### src/rtl/button_event_ctrl_pkg.sv
// Shared definitions for the button event controller: event codes,
// per-button FSM states and a small constant helper.
package button_evt_pkg;

  typedef enum logic [1:0] {
    EVT_PRESS   = 2'd0,
    EVT_RELEASE = 2'd1,
    EVT_LONG    = 2'd2,
    EVT_REPEAT  = 2'd3
  } evt_type_e;

  typedef enum logic [1:0] {
    IDLE    = 2'd0,
    PRESSED = 2'd1,
    HELD    = 2'd2
  } hold_state_e;

  function automatic int max_int(input int a, input int b);
    return (a > b) ? a : b;
  endfunction

endpackage

### src/rtl/button_event_ctrl_if.sv
// Serialized event port: one valid/ready slot carrying button index and type.
interface button_event_ctrl_if #(
  parameter int IDW = 2
);
  logic           evt_valid;
  logic           evt_ready;
  logic [IDW-1:0] evt_id;
  logic [1:0]     evt_type;

  modport master (
    output evt_valid,
    output evt_id,
    output evt_type,
    input  evt_ready
  );

  modport slave (
    input  evt_valid,
    input  evt_id,
    input  evt_type,
    output evt_ready
  );
endinterface

### src/rtl/button_event_ctrl_hold_fsm.sv
// Per-button press/hold timer. Raises a one-cycle strobe with the event
// type on press, release, long-hold and auto-repeat.
module button_hold_fsm
  import button_evt_pkg::*;
#(
  parameter int LONG_TICKS   = 500,
  parameter int REPEAT_TICKS = 100
) (
  input  logic      clk,
  input  logic      rst,
  input  logic      level,
  input  logic      tick,
  output logic      evt_stb,
  output evt_type_e evt_type
);
  localparam int CNT_W = $clog2(max_int(LONG_TICKS, REPEAT_TICKS) + 1);

  hold_state_e      state_q, state_d;
  logic [CNT_W-1:0] cnt_q, cnt_d;
  logic             prev_q;

  // State, hold counter and previous-level registers.
  always_ff @(posedge clk) begin
    if (rst) begin
      state_q <= IDLE;
      cnt_q   <= '0;
      prev_q  <= 1'b0;
    end else begin
      state_q <= state_d;
      cnt_q   <= cnt_d;
      prev_q  <= level;
    end
  end

  // Next state and event strobe; a release outranks a same-cycle threshold.
  always_comb begin
    logic             rise;
    logic             fall;
    logic [CNT_W-1:0] cnt_inc;
    state_d  = state_q;
    cnt_d    = cnt_q;
    evt_stb  = 1'b0;
    evt_type = EVT_PRESS;
    rise     = level & ~prev_q;
    fall     = ~level & prev_q;
    cnt_inc  = cnt_q + 1'b1;
    case (state_q)
      IDLE: begin
        if (rise) begin
          evt_stb  = 1'b1;
          evt_type = EVT_PRESS;
          cnt_d    = '0;
          state_d  = PRESSED;
        end
      end
      PRESSED: begin
        if (fall) begin
          evt_stb  = 1'b1;
          evt_type = EVT_RELEASE;
          state_d  = IDLE;
        end else if (tick) begin
          if (cnt_inc == CNT_W'(LONG_TICKS)) begin
            evt_stb  = 1'b1;
            evt_type = EVT_LONG;
            cnt_d    = '0;
            state_d  = HELD;
          end else begin
            cnt_d = cnt_inc;
          end
        end
      end
      HELD: begin
        if (fall) begin
          evt_stb  = 1'b1;
          evt_type = EVT_RELEASE;
          state_d  = IDLE;
        end else if (tick) begin
          if (cnt_inc == CNT_W'(REPEAT_TICKS)) begin
            evt_stb  = 1'b1;
            evt_type = EVT_REPEAT;
            cnt_d    = '0;
          end else begin
            cnt_d = cnt_inc;
          end
        end
      end
      default: state_d = IDLE;
    endcase
  end
endmodule

### src/rtl/clkDivHz.sv
// Free-running prescaler: one-cycle pulse every CLK_FREQ/FREQUENCY clocks.
module clkDivHz #(
  parameter int CLK_FREQ  = 12_000_000,
  parameter int FREQUENCY = 1000
) (
  input  logic clk,
  input  logic rst,
  output logic dividedPulse
);
  localparam int DIV = (CLK_FREQ / FREQUENCY < 1) ? 1 : CLK_FREQ / FREQUENCY;
  localparam int CW  = (DIV > 1) ? $clog2(DIV) : 1;

  logic [CW-1:0] cnt_q, cnt_d;
  logic          wrap;

  // Wrap detection and next count.
  always_comb begin
    wrap  = (cnt_q == CW'(DIV - 1));
    cnt_d = wrap ? '0 : cnt_q + 1'b1;
  end

  // Prescaler counter register.
  always_ff @(posedge clk) begin
    if (rst) cnt_q <= '0;
    else     cnt_q <= cnt_d;
  end

  assign dividedPulse = wrap;
endmodule

### src/rtl/button_event_ctrl.sv
// Button event controller: per-button hold FSMs feed one pending entry each;
// a round-robin arbiter moves pending entries into a single valid/ready slot.
module button_event_ctrl
  import button_evt_pkg::*;
#(
  parameter int N_BUTTONS    = 4,
  parameter int CLK_FREQ     = 12_000_000,
  parameter int TICK_HZ      = 1000,
  parameter int LONG_TICKS   = 500,
  parameter int REPEAT_TICKS = 100
) (
  input  logic                 clk,
  input  logic                 rst,
  input  logic [N_BUTTONS-1:0] button_db,
  input  logic                 overflow_clr,
  output logic [N_BUTTONS-1:0] overflow,
  button_event_ctrl_if.master  evt
);
  localparam int IDW = max_int(1, $clog2(N_BUTTONS));

  logic                 tick;
  logic [N_BUTTONS-1:0] stb;
  evt_type_e            stb_type [N_BUTTONS];

  logic [N_BUTTONS-1:0] pend_vld_q, pend_vld_d;
  evt_type_e            pend_type_q [N_BUTTONS];
  evt_type_e            pend_type_d [N_BUTTONS];
  logic [N_BUTTONS-1:0] ovf_set;
  logic [N_BUTTONS-1:0] overflow_q, overflow_d;
  logic [N_BUTTONS-1:0] gnt_vec;

  logic                 slot_vld_q, slot_vld_d;
  logic [IDW-1:0]       slot_id_q, slot_id_d;
  evt_type_e            slot_type_q, slot_type_d;
  logic [IDW-1:0]       rr_q, rr_d;

  clkDivHz #(
    .CLK_FREQ  (CLK_FREQ),
    .FREQUENCY (TICK_HZ)
  ) u_tick (
    .clk          (clk),
    .rst          (rst),
    .dividedPulse (tick)
  );

  for (genvar g = 0; g < N_BUTTONS; g++) begin : g_btn
    button_hold_fsm #(
      .LONG_TICKS   (LONG_TICKS),
      .REPEAT_TICKS (REPEAT_TICKS)
    ) u_fsm (
      .clk      (clk),
      .rst      (rst),
      .level    (button_db[g]),
      .tick     (tick),
      .evt_stb  (stb[g]),
      .evt_type (stb_type[g])
    );
  end

  // Round-robin pick from rr upward and output slot next state.
  always_comb begin
    logic      load;
    logic      found;
    int        idx;
    logic [IDW-1:0] gnt_idx;
    logic [IDW-1:0] rr_next;
    evt_type_e gnt_type;
    load     = !slot_vld_q || evt.evt_ready;
    found    = 1'b0;
    idx      = 0;
    gnt_idx  = '0;
    rr_next  = '0;
    gnt_type = EVT_PRESS;
    for (int k = 0; k < N_BUTTONS; k++) begin
      idx = int'(rr_q) + k;
      if (idx >= N_BUTTONS) idx = idx - N_BUTTONS;
      if (!found && pend_vld_q[idx]) begin
        found    = 1'b1;
        gnt_idx  = IDW'(idx);
        gnt_type = pend_type_q[idx];
        rr_next  = (idx + 1 >= N_BUTTONS) ? '0 : IDW'(idx + 1);
      end
    end
    slot_vld_d  = slot_vld_q;
    slot_id_d   = slot_id_q;
    slot_type_d = slot_type_q;
    rr_d        = rr_q;
    for (int i = 0; i < N_BUTTONS; i++) begin
      gnt_vec[i] = load && found && (gnt_idx == IDW'(i));
    end
    if (load) begin
      slot_vld_d = found;
      if (found) begin
        slot_id_d   = gnt_idx;
        slot_type_d = gnt_type;
        rr_d        = rr_next;
      end
    end
  end

  // Pending entries: a new event always loads; overwriting an ungranted entry flags overflow.
  always_comb begin
    for (int i = 0; i < N_BUTTONS; i++) begin
      pend_vld_d[i]  = pend_vld_q[i];
      pend_type_d[i] = pend_type_q[i];
      ovf_set[i]     = 1'b0;
      if (stb[i]) begin
        pend_vld_d[i]  = 1'b1;
        pend_type_d[i] = stb_type[i];
        ovf_set[i]     = pend_vld_q[i] && !gnt_vec[i];
      end else if (gnt_vec[i]) begin
        pend_vld_d[i] = 1'b0;
      end
    end
    overflow_d = (overflow_clr ? '0 : overflow_q) | ovf_set;
  end

  // Control and output-slot registers.
  always_ff @(posedge clk) begin
    if (rst) begin
      pend_vld_q  <= '0;
      overflow_q  <= '0;
      slot_vld_q  <= 1'b0;
      slot_id_q   <= '0;
      slot_type_q <= EVT_PRESS;
      rr_q        <= '0;
    end else begin
      pend_vld_q  <= pend_vld_d;
      overflow_q  <= overflow_d;
      slot_vld_q  <= slot_vld_d;
      slot_id_q   <= slot_id_d;
      slot_type_q <= slot_type_d;
      rr_q        <= rr_d;
    end
  end

  // Pending event types are qualified by pend_vld_q and need no reset.
  always_ff @(posedge clk) begin
    for (int i = 0; i < N_BUTTONS; i++) begin
      pend_type_q[i] <= pend_type_d[i];
    end
  end

  assign evt.evt_valid = slot_vld_q;
  assign evt.evt_id    = slot_id_q;
  assign evt.evt_type  = slot_type_q;
  assign overflow      = overflow_q;
endmodule
### src/flat_wrapper.sv
// flat-port wrapper written by rule: the top's interface ports become plain ports
module button_event_ctrl_flat import button_evt_pkg::*;
#(
  parameter int N_BUTTONS    = 4,
  parameter int CLK_FREQ     = 12_000_000,
  parameter int TICK_HZ      = 1000,
  parameter int LONG_TICKS   = 500,
  parameter int REPEAT_TICKS = 100
)
  (clk, rst, button_db, overflow_clr, overflow, evt_evt_valid, evt_evt_id, evt_evt_type, evt_evt_ready);
  button_event_ctrl_if evt_i ();
  input  logic clk;
  input  logic rst;
  input  logic [N_BUTTONS-1:0] button_db;
  input  logic overflow_clr;
  output logic [N_BUTTONS-1:0] overflow;
  output wire logic [$bits(evt_i.evt_valid)-1:0] evt_evt_valid;
  output wire logic [$bits(evt_i.evt_id)-1:0] evt_evt_id;
  output wire logic [$bits(evt_i.evt_type)-1:0] evt_evt_type;
  input wire logic [$bits(evt_i.evt_ready)-1:0] evt_evt_ready;
  assign evt_evt_valid = evt_i.evt_valid;
  assign evt_evt_id = evt_i.evt_id;
  assign evt_evt_type = evt_i.evt_type;
  assign evt_i.evt_ready = evt_evt_ready;
  button_event_ctrl #(.N_BUTTONS(N_BUTTONS), .CLK_FREQ(CLK_FREQ), .TICK_HZ(TICK_HZ), .LONG_TICKS(LONG_TICKS), .REPEAT_TICKS(REPEAT_TICKS)) u_core (.clk(clk), .rst(rst), .button_db(button_db), .overflow_clr(overflow_clr), .overflow(overflow), .evt(evt_i));
endmodule
### config.mk
export PLATFORM = sky130hd
export DESIGN_NAME = button_event_ctrl_flat
export DESIGN_NICKNAME = d
export VERILOG_FILES = /design/src/rtl/button_event_ctrl_pkg.sv /design/src/rtl/button_event_ctrl_if.sv /design/src/rtl/button_event_ctrl_hold_fsm.sv /design/src/rtl/clkDivHz.sv /design/src/rtl/button_event_ctrl.sv /design/src/flat_wrapper.sv
export SDC_FILE = /design/constraint.sdc
export NUM_CORES = 1
export LEC_CHECK = 0
export CORE_AREA = 2 2 106 108
export DETAILED_ROUTE_END_ITERATION = 12
export DIE_AREA = 0 0 108 110
export PLACE_DENSITY = 0.74
export SLEW_MARGIN = 20
export SYNTH_ARGS = -nofsm -noshare
export SYNTH_HDL_FRONTEND = slang
export SYNTH_SLANG_ARGS = --single-unit
### constraint.sdc
create_clock -name clk -period 4.6 [get_ports clk]
set_input_delay 1.38 -clock clk [delete_from_list [all_inputs] [get_ports clk]]
set_output_delay 1.38 -clock clk [all_outputs]
set_load 0.005 [all_outputs]
==> flow_summary.yaml, run 1 <==
outcome:
  status: "finished clean"
timing:
  setup-tns-final_ns: 0
  hold_viol_final: 0
  maxSlewHeadroom: 0.392
  worst_pin_slew_ns: 0.912
  clock.fmax_mhz: 291
  finClkSkew_ns: 0.00705
  fin_ws_ns: 1.17
  rsz0062_at_grt: "no"
  min_period_ns: 3.43
  setup_violations: 0
  final-max-slew-violation-count: 0
  fin_crit_sh: 0.746
cts:
  clockRootBuffer: "clkbuf_8"
  cts_resized: 0
  cts_setup_buffers: 0
  worstSkewPairLatency_ns: 0.38
  cts_hold_buf: 0
  cts.sinks: 85
  htreeDepth: 3
  cts.clk_slew.worst_paths_ns: 0.08
  cts_buffers: 9
  clockBufferDepth: 2
  cts_tree: "done"
routing:
  wl_per_cell_um: 14.6
  viasPerCell: 6.10
  ant_nets: 0
  routed_wl_mm: 12.7
  dr.pass1.iters: 6
  drc_errors: 0
  num_vias: 5313
  drt_iter0_drc: 383
yosys:
  syn-cell-area_mm2: 0.00585
  yosysSeqAreaShare: 0.305
  yosys_warnings: 0
  async_flop_share: 0
  synth_edf_count: 8
  syn_inst: 736
  synth_seq_cells: 85
  dominantRegCellSynth: "dfxtp_1"
  syn_area_per_cell_um2: 7.95
  synth_nets: 774
  yosysUniqueCellTypes: 71
global_route:
  grt_pass1_wl_mm: 21.7
  grt-ovfl-total: 0
  gr-usage-all-layers: 0.226
  grt_pass1_vias: 4835
  grt_antenna_before_repair: 0
  grt_max_degree: 52
floorplan:
  die_w_um: 108
  core-area_mm2: 0.0107
  start_util: 0.547
  pin_count: 17
  dieArea_mm2: 0.0119
  fp-row-count: 38
  die_h_um: 110
setup_path:
  r2r_setup_slack_ns: 1.17
  arrival_ns: 3.75
  cp-end-kind: "flop"
  crit_path_start_kind: "flop"
  path_class: "reg2reg"
  path_max_fanout: 13
  crit_required_ns: 4.92
place:
  numPlacedInstances: 856
  postPlaceCellArea_mm2: 0.00603
  gp_congestion: 0.868
  port_buffers: 16
  hpwl_mm: 8.82
  place_ws_ns: 1.04
power_and_ir_drop:
  power_density_mw_per_mm2: 425
  irDropWorstVdd_v: 0.000452
  p_leak_nw: 2.29
job:
  cap_violations: 0
worst_hold_path:
  hold_path.class: "reg2reg"
finish:
  diodes: 0
  final_util: 0.580
  nets: 765
  area_delta_synth_final_pct: 6.07
  fin_area_mm2: 0.00621
  fillCellCount: 1001
  layout.area.seq_mm2: 0.00178
  drive_gt1_frac: 0.0684
  stdcell_count: 871
  multi_input_area_mm2: 0.00376
[critical path, cell delays in order (launching register included)]
cell	delay, ns
dfxtp_1	0.67
inv_1	0.16
ha_1	0.67
mux4_2	0.47
nor4_1	0.11
nor2b_1	0.40
o21ai_0	0.22
a2111oi_0	0.49
a21oi_1	0.08
nor2_1	0.09
[final timing paths]
kind,from,to,cells past startpoint
worst min register to register,u_core.overflow[3],u_core.overflow[3],2
worst max-delay path,u_core.rr_q[1],u_core.rr_q[0],9
worst max register to register,u_core.rr_q[1],u_core.rr_q[0],9
worst min-delay path,u_core.overflow[3],u_core.overflow[3],2
[kinds of logic (layout without fill, tap and decap cells)]
family	count (synthesis)	in the layout	synth area share
muxes	23	23	0.0654
adders and majority gates	30	30	0.0642
AOI/OAI and AO/OA	174	174	0.197
DFF	85	85	0.305
xor gates and xnor gates	21	21	0.0314
and+or+nand+nor	328	328	0.284
buffers and inverters	75	70	0.0526
[cell type report]
class / count / share of cell area
clock inverters: 1 / 0.000806
multi-input cells: 576 / 0.606
well taps: 140 / 0.0282
clock buffers: 14 / 0.0280
repair buffers: 18 / 0.0274
flip-flops and latches: 85 / 0.287
inverters: 37 / 0.0224
[layer usage]
metal / track usage / vias to the layer above / share of wire
met5: 0 / - / 0
met4: 0.0696 / 0 / 0.013
met3: 0.0635 / 12 / 0.042
met2: 0.381 / 107 / 0.48
met1: 0.283 / 2561 / 0.47
li1: - / 2633 / -
[layout by cell type (no fill, tap or decap), types with 4 or more instances in the layout]
| master | instances |
|---|---|
| nand3b_1 | 10 |
| nand2b_1 | 14 |
| a221oi_1 | 5 |
| nand4_1 | 9 |
| mux4_2 | 12 |
| a22o_1 | 6 |
| a21oi_1 | 44 |
| nor3b_1 | 4 |
| xnor2_1 | 13 |
| o21ai_0 | 30 |
| nor2b_1 | 21 |
| o22ai_1 | 5 |
| a211oi_1 | 8 |
| edfxtp_1 | 8 |
| mux2i_1 | 9 |
| inv_1 | 37 |
| a22oi_1 | 5 |
| ha_1 | 30 |
| nor4_1 | 4 |
| and2_1 | 6 |
| xor2_1 | 8 |
| nor2_1 | 75 |
| o31ai_1 | 7 |
| nand3_1 | 42 |
| nand2_1 | 80 |
| clkbuf_8 | 10 |
| dfxtp_1 | 77 |
| o21a_1 | 6 |
| or3_1 | 5 |
| or2_2 | 6 |
| a31oi_1 | 22 |
| nor3_1 | 26 |
| and3_1 | 9 |
| clkdlybuf4s50_1 | 15 |
[Yosys cell counts, types with 7 or more instances]
cell type | number | area, um^2
nand2_1 | 80 | 300
dfxtp_1 | 77 | 1540
nor2_1 | 75 | 282
a21oi_1 | 44 | 220
nand3_1 | 42 | 210
inv_1 | 37 | 139
ha_1 | 30 | 375
o21ai_0 | 30 | 150
nor3_1 | 26 | 130
clkbuf_1 | 24 | 90.1
a31oi_1 | 22 | 138
nor2b_1 | 21 | 131
nand2b_1 | 14 | 87.6
xnor2_1 | 13 | 114
buf_2 | 12 | 60.1
mux4_2 | 12 | 270
nand3b_1 | 10 | 75.1
and3_1 | 9 | 56.3
mux2i_1 | 9 | 90.1
nand4_1 | 9 | 56.3
a211oi_1 | 8 | 60.1
edfxtp_1 | 8 | 240
xor2_1 | 8 | 70.1
o31ai_1 | 7 | 52.6
[stage by stage]
stage / hold slack (ns) / power, W
global placement: 0.440 / 0.00207
finish: 0.462 / 0.00264
floorplan: 0.431 / 0.00189
global route: 0.483 / 0.00285
CTS: 0.465 / 0.00264
detailed placement: 0.449 / 0.00212
[state kept, by name, summed over array words and instances (netlist names)]
signal                      flops
u_core.evt.evt_id               2
u_core.evt.evt_type             2
u_core.evt.evt_valid            1
u_core.g_btn.u_fsm.cnt_q       36
u_core.g_btn.u_fsm.prev_q       4
u_core.g_btn.u_fsm.state_q      8
u_core.overflow                 4
u_core.pend_type_q              8
u_core.pend_vld_q               4
u_core.rr_q                     2
u_core.u_tick.cnt_q            14
[power breakdown]
group | internal (W) | switching [W] | total [W] | leakage [nW]
registers | 0.000828 | 0.0000916 | 0.000920 | 0.703
logic | 0.000483 | 0.000723 | 0.00121 | 1.49
clock network | 0.000241 | 0.000269 | 0.000510 | 0.0917
total | 0.00155 | 0.00108 | 0.00264 | 2.29
Note: power is estimated with default switching activity, not from simulation.
==> run 2, diff against run 1 <==
==> constraint.sdc (replaced) <==
create_clock -name clk -period 3.2 [get_ports clk]
set_input_delay 0.96 -clock clk [delete_from_list [all_inputs] [get_ports clk]]
set_output_delay 0.96 -clock clk [all_outputs]
set_load 0.005 [all_outputs]
==> flow_summary.yaml, run 2 (synthesis gave the netlist of run 1 again) <==
outcome:
  status: "finished clean"
finish:
  nets: 772
  diodes: 0
  drive_gt1_frac: 0.0798
  final_util: 0.592
  layout_commonest_cell: "nand2_1"
  reg.largest.list: "u_core.g_btn.u_fsm.cnt_q x36, u_core.u_tick.cnt_q x14"
  largest_reg_flops: 36
  fin_area_mm2: 0.00633
  final_cell_mix: "nand2_1 (80), dfxtp_1 (77), nor2_1 (75), a21oi_1 (44), nand3_1 (42)"
  area_delta_synth_final_pct: 8.21
  fillCellCount: 959
  regMostFlops: "u_core.g_btn.u_fsm.cnt_q"
routing:
  viasPerCell: 6.05
  wl_per_cell_um: 14.4
  num_vias: 5317
  routed_wl_mm: 12.7
  ant_nets: 0
  dr.pass1.iters: 5
  drt_iter0_drc: 371
  drc_errors: 0
cts:
  htreeDepth: 3
  cts.clk_slew.worst_paths_ns: 0.08
  cts_tree: "done"
  cts_resized: 0
  cts_buffers: 9
  cts.sinks: 85
  clockBufferDepth: 2
  cts_hold_buf: 0
  worstSkewPairLatency_ns: 0.38
  clockRootBuffer: "clkbuf_8"
  cts_setup_buffers: 0
place:
  gp_congestion: 0.893
  postPlaceCellArea_mm2: 0.00609
  hpwl_mm: 8.99
  port_buffers: 16
timing:
  fin_crit_sh: 0.879
  finClkSkew_ns: 0.0133
  clock.fmax_mhz: 356
  setup-tns-final_ns: 0
  maxSlewHeadroom: 0.582
  worst_pin_slew_ns: 0.622
  setup_violations: 0
  final-max-slew-violation-count: 0
  rsz0062_at_grt: "no"
  hold_viol_final: 0
  min_period_ns: 2.81
floorplan:
  core-area_mm2: 0.0107
  dieArea_mm2: 0.0119
  die_h_um: 110
  fp-row-count: 38
  start_util: 0.547
  die_w_um: 108
  pin_count: 17
global_route:
  use_met2: 0.394
  grt_pass1_vias: 4962
  grt_antenna_before_repair: 0
  gr-usage-all-layers: 0.226
  grt_max_degree: 59
  grt_pass1_wl_mm: 21.9
  use_met1: 0.278
  grt-busiest-layer: "met2"
  grt-ovfl-total: 0
  gr-usage-met3: 0.0353
setup_path:
  path_class: "reg2reg"
  path_max_fanout: 9
  cp-end-kind: "flop"
  crit_path_start_kind: "flop"
  arrival_ns: 3.08
  crit_slowest_cell: "dfxtp_1"
  crit_chain: "ha_1, nand3_1, or3_1, a211oi_1, and2_1, o32a_1, nor2_1, a22o_1"
  cpPeakStageDelay_ns: 0.50
  crit_required_ns: 3.47
power_and_ir_drop:
  irDropWorstVdd_v: 0.000400
  p_total_w: 0.00406
  p_leak_nw: 2.35
  power_density_mw_per_mm2: 641
worst_hold_path:
  hold_path.class: "reg2reg"
job:
  cap_violations: 0
-- run 2: final timing paths --
| kind | start | slack (ns) | end | depth (start not counted) |
|---|---|---|---|---|
| min | u_core.evt.evt_id[0] | 0.46 | u_core.evt.evt_id[0] | 2 |
| max reg2reg | u_core.g_btn[1].u_fsm.cnt_q[0] | 0.39 | u_core.g_btn[1].u_fsm.cnt_q[4] | 8 |
| min reg2reg | u_core.evt.evt_id[0] | 0.46 | u_core.evt.evt_id[0] | 2 |
| max | u_core.g_btn[1].u_fsm.cnt_q[0] | 0.39 | u_core.g_btn[1].u_fsm.cnt_q[4] | 8 |
-- run 2: worst max-delay path: cells and delay by family, from the launching register on --
family / cells / cell delay (ns)
adders and majority gates: 1 / 0.35
AOI/OAI and AO/OA: 3 / 0.92
and+or+nand+nor: 4 / 0.93
DFF: 1 / 0.50
-- run 2: through the flow --
step           instances  hold WS, ns  worst slack [ns]
2_1_floorplan        736        0.431             0.385
3_3_place_gp         863        0.440             0.207
3_5_place_dp         863        0.450             0.131
4_1_cts              879        0.462             0.420
5_1_grt              879        0.486             0.189
6_report             879        0.459             0.389
-- run 2: metal layers --
metal / share of wire / vias up
met5: 0 / -
met2: 0.49 / 91
li1: - / 2649
met4: 0.018 / 0
met1: 0.46 / 2562
met3: 0.030 / 15
-- run 2: area by class of cell --
cell class	count	area, um^2	share of cell area
inverter	37	139	0.0219
clock buffer	11	131	0.0208
timing repair buffer	25	235	0.0372
multi-input combinational	576	3760	0.594
clock inverter	5	108	0.0170
tap	140	175	0.0277
sequential	85	1780	0.281
-- run 2: report_power, final --
part	switching [W]	internal (W)
registers	0.000116	0.00119
clock network	0.000405	0.000523
logic	0.00107	0.000755
total	0.00159	0.00247
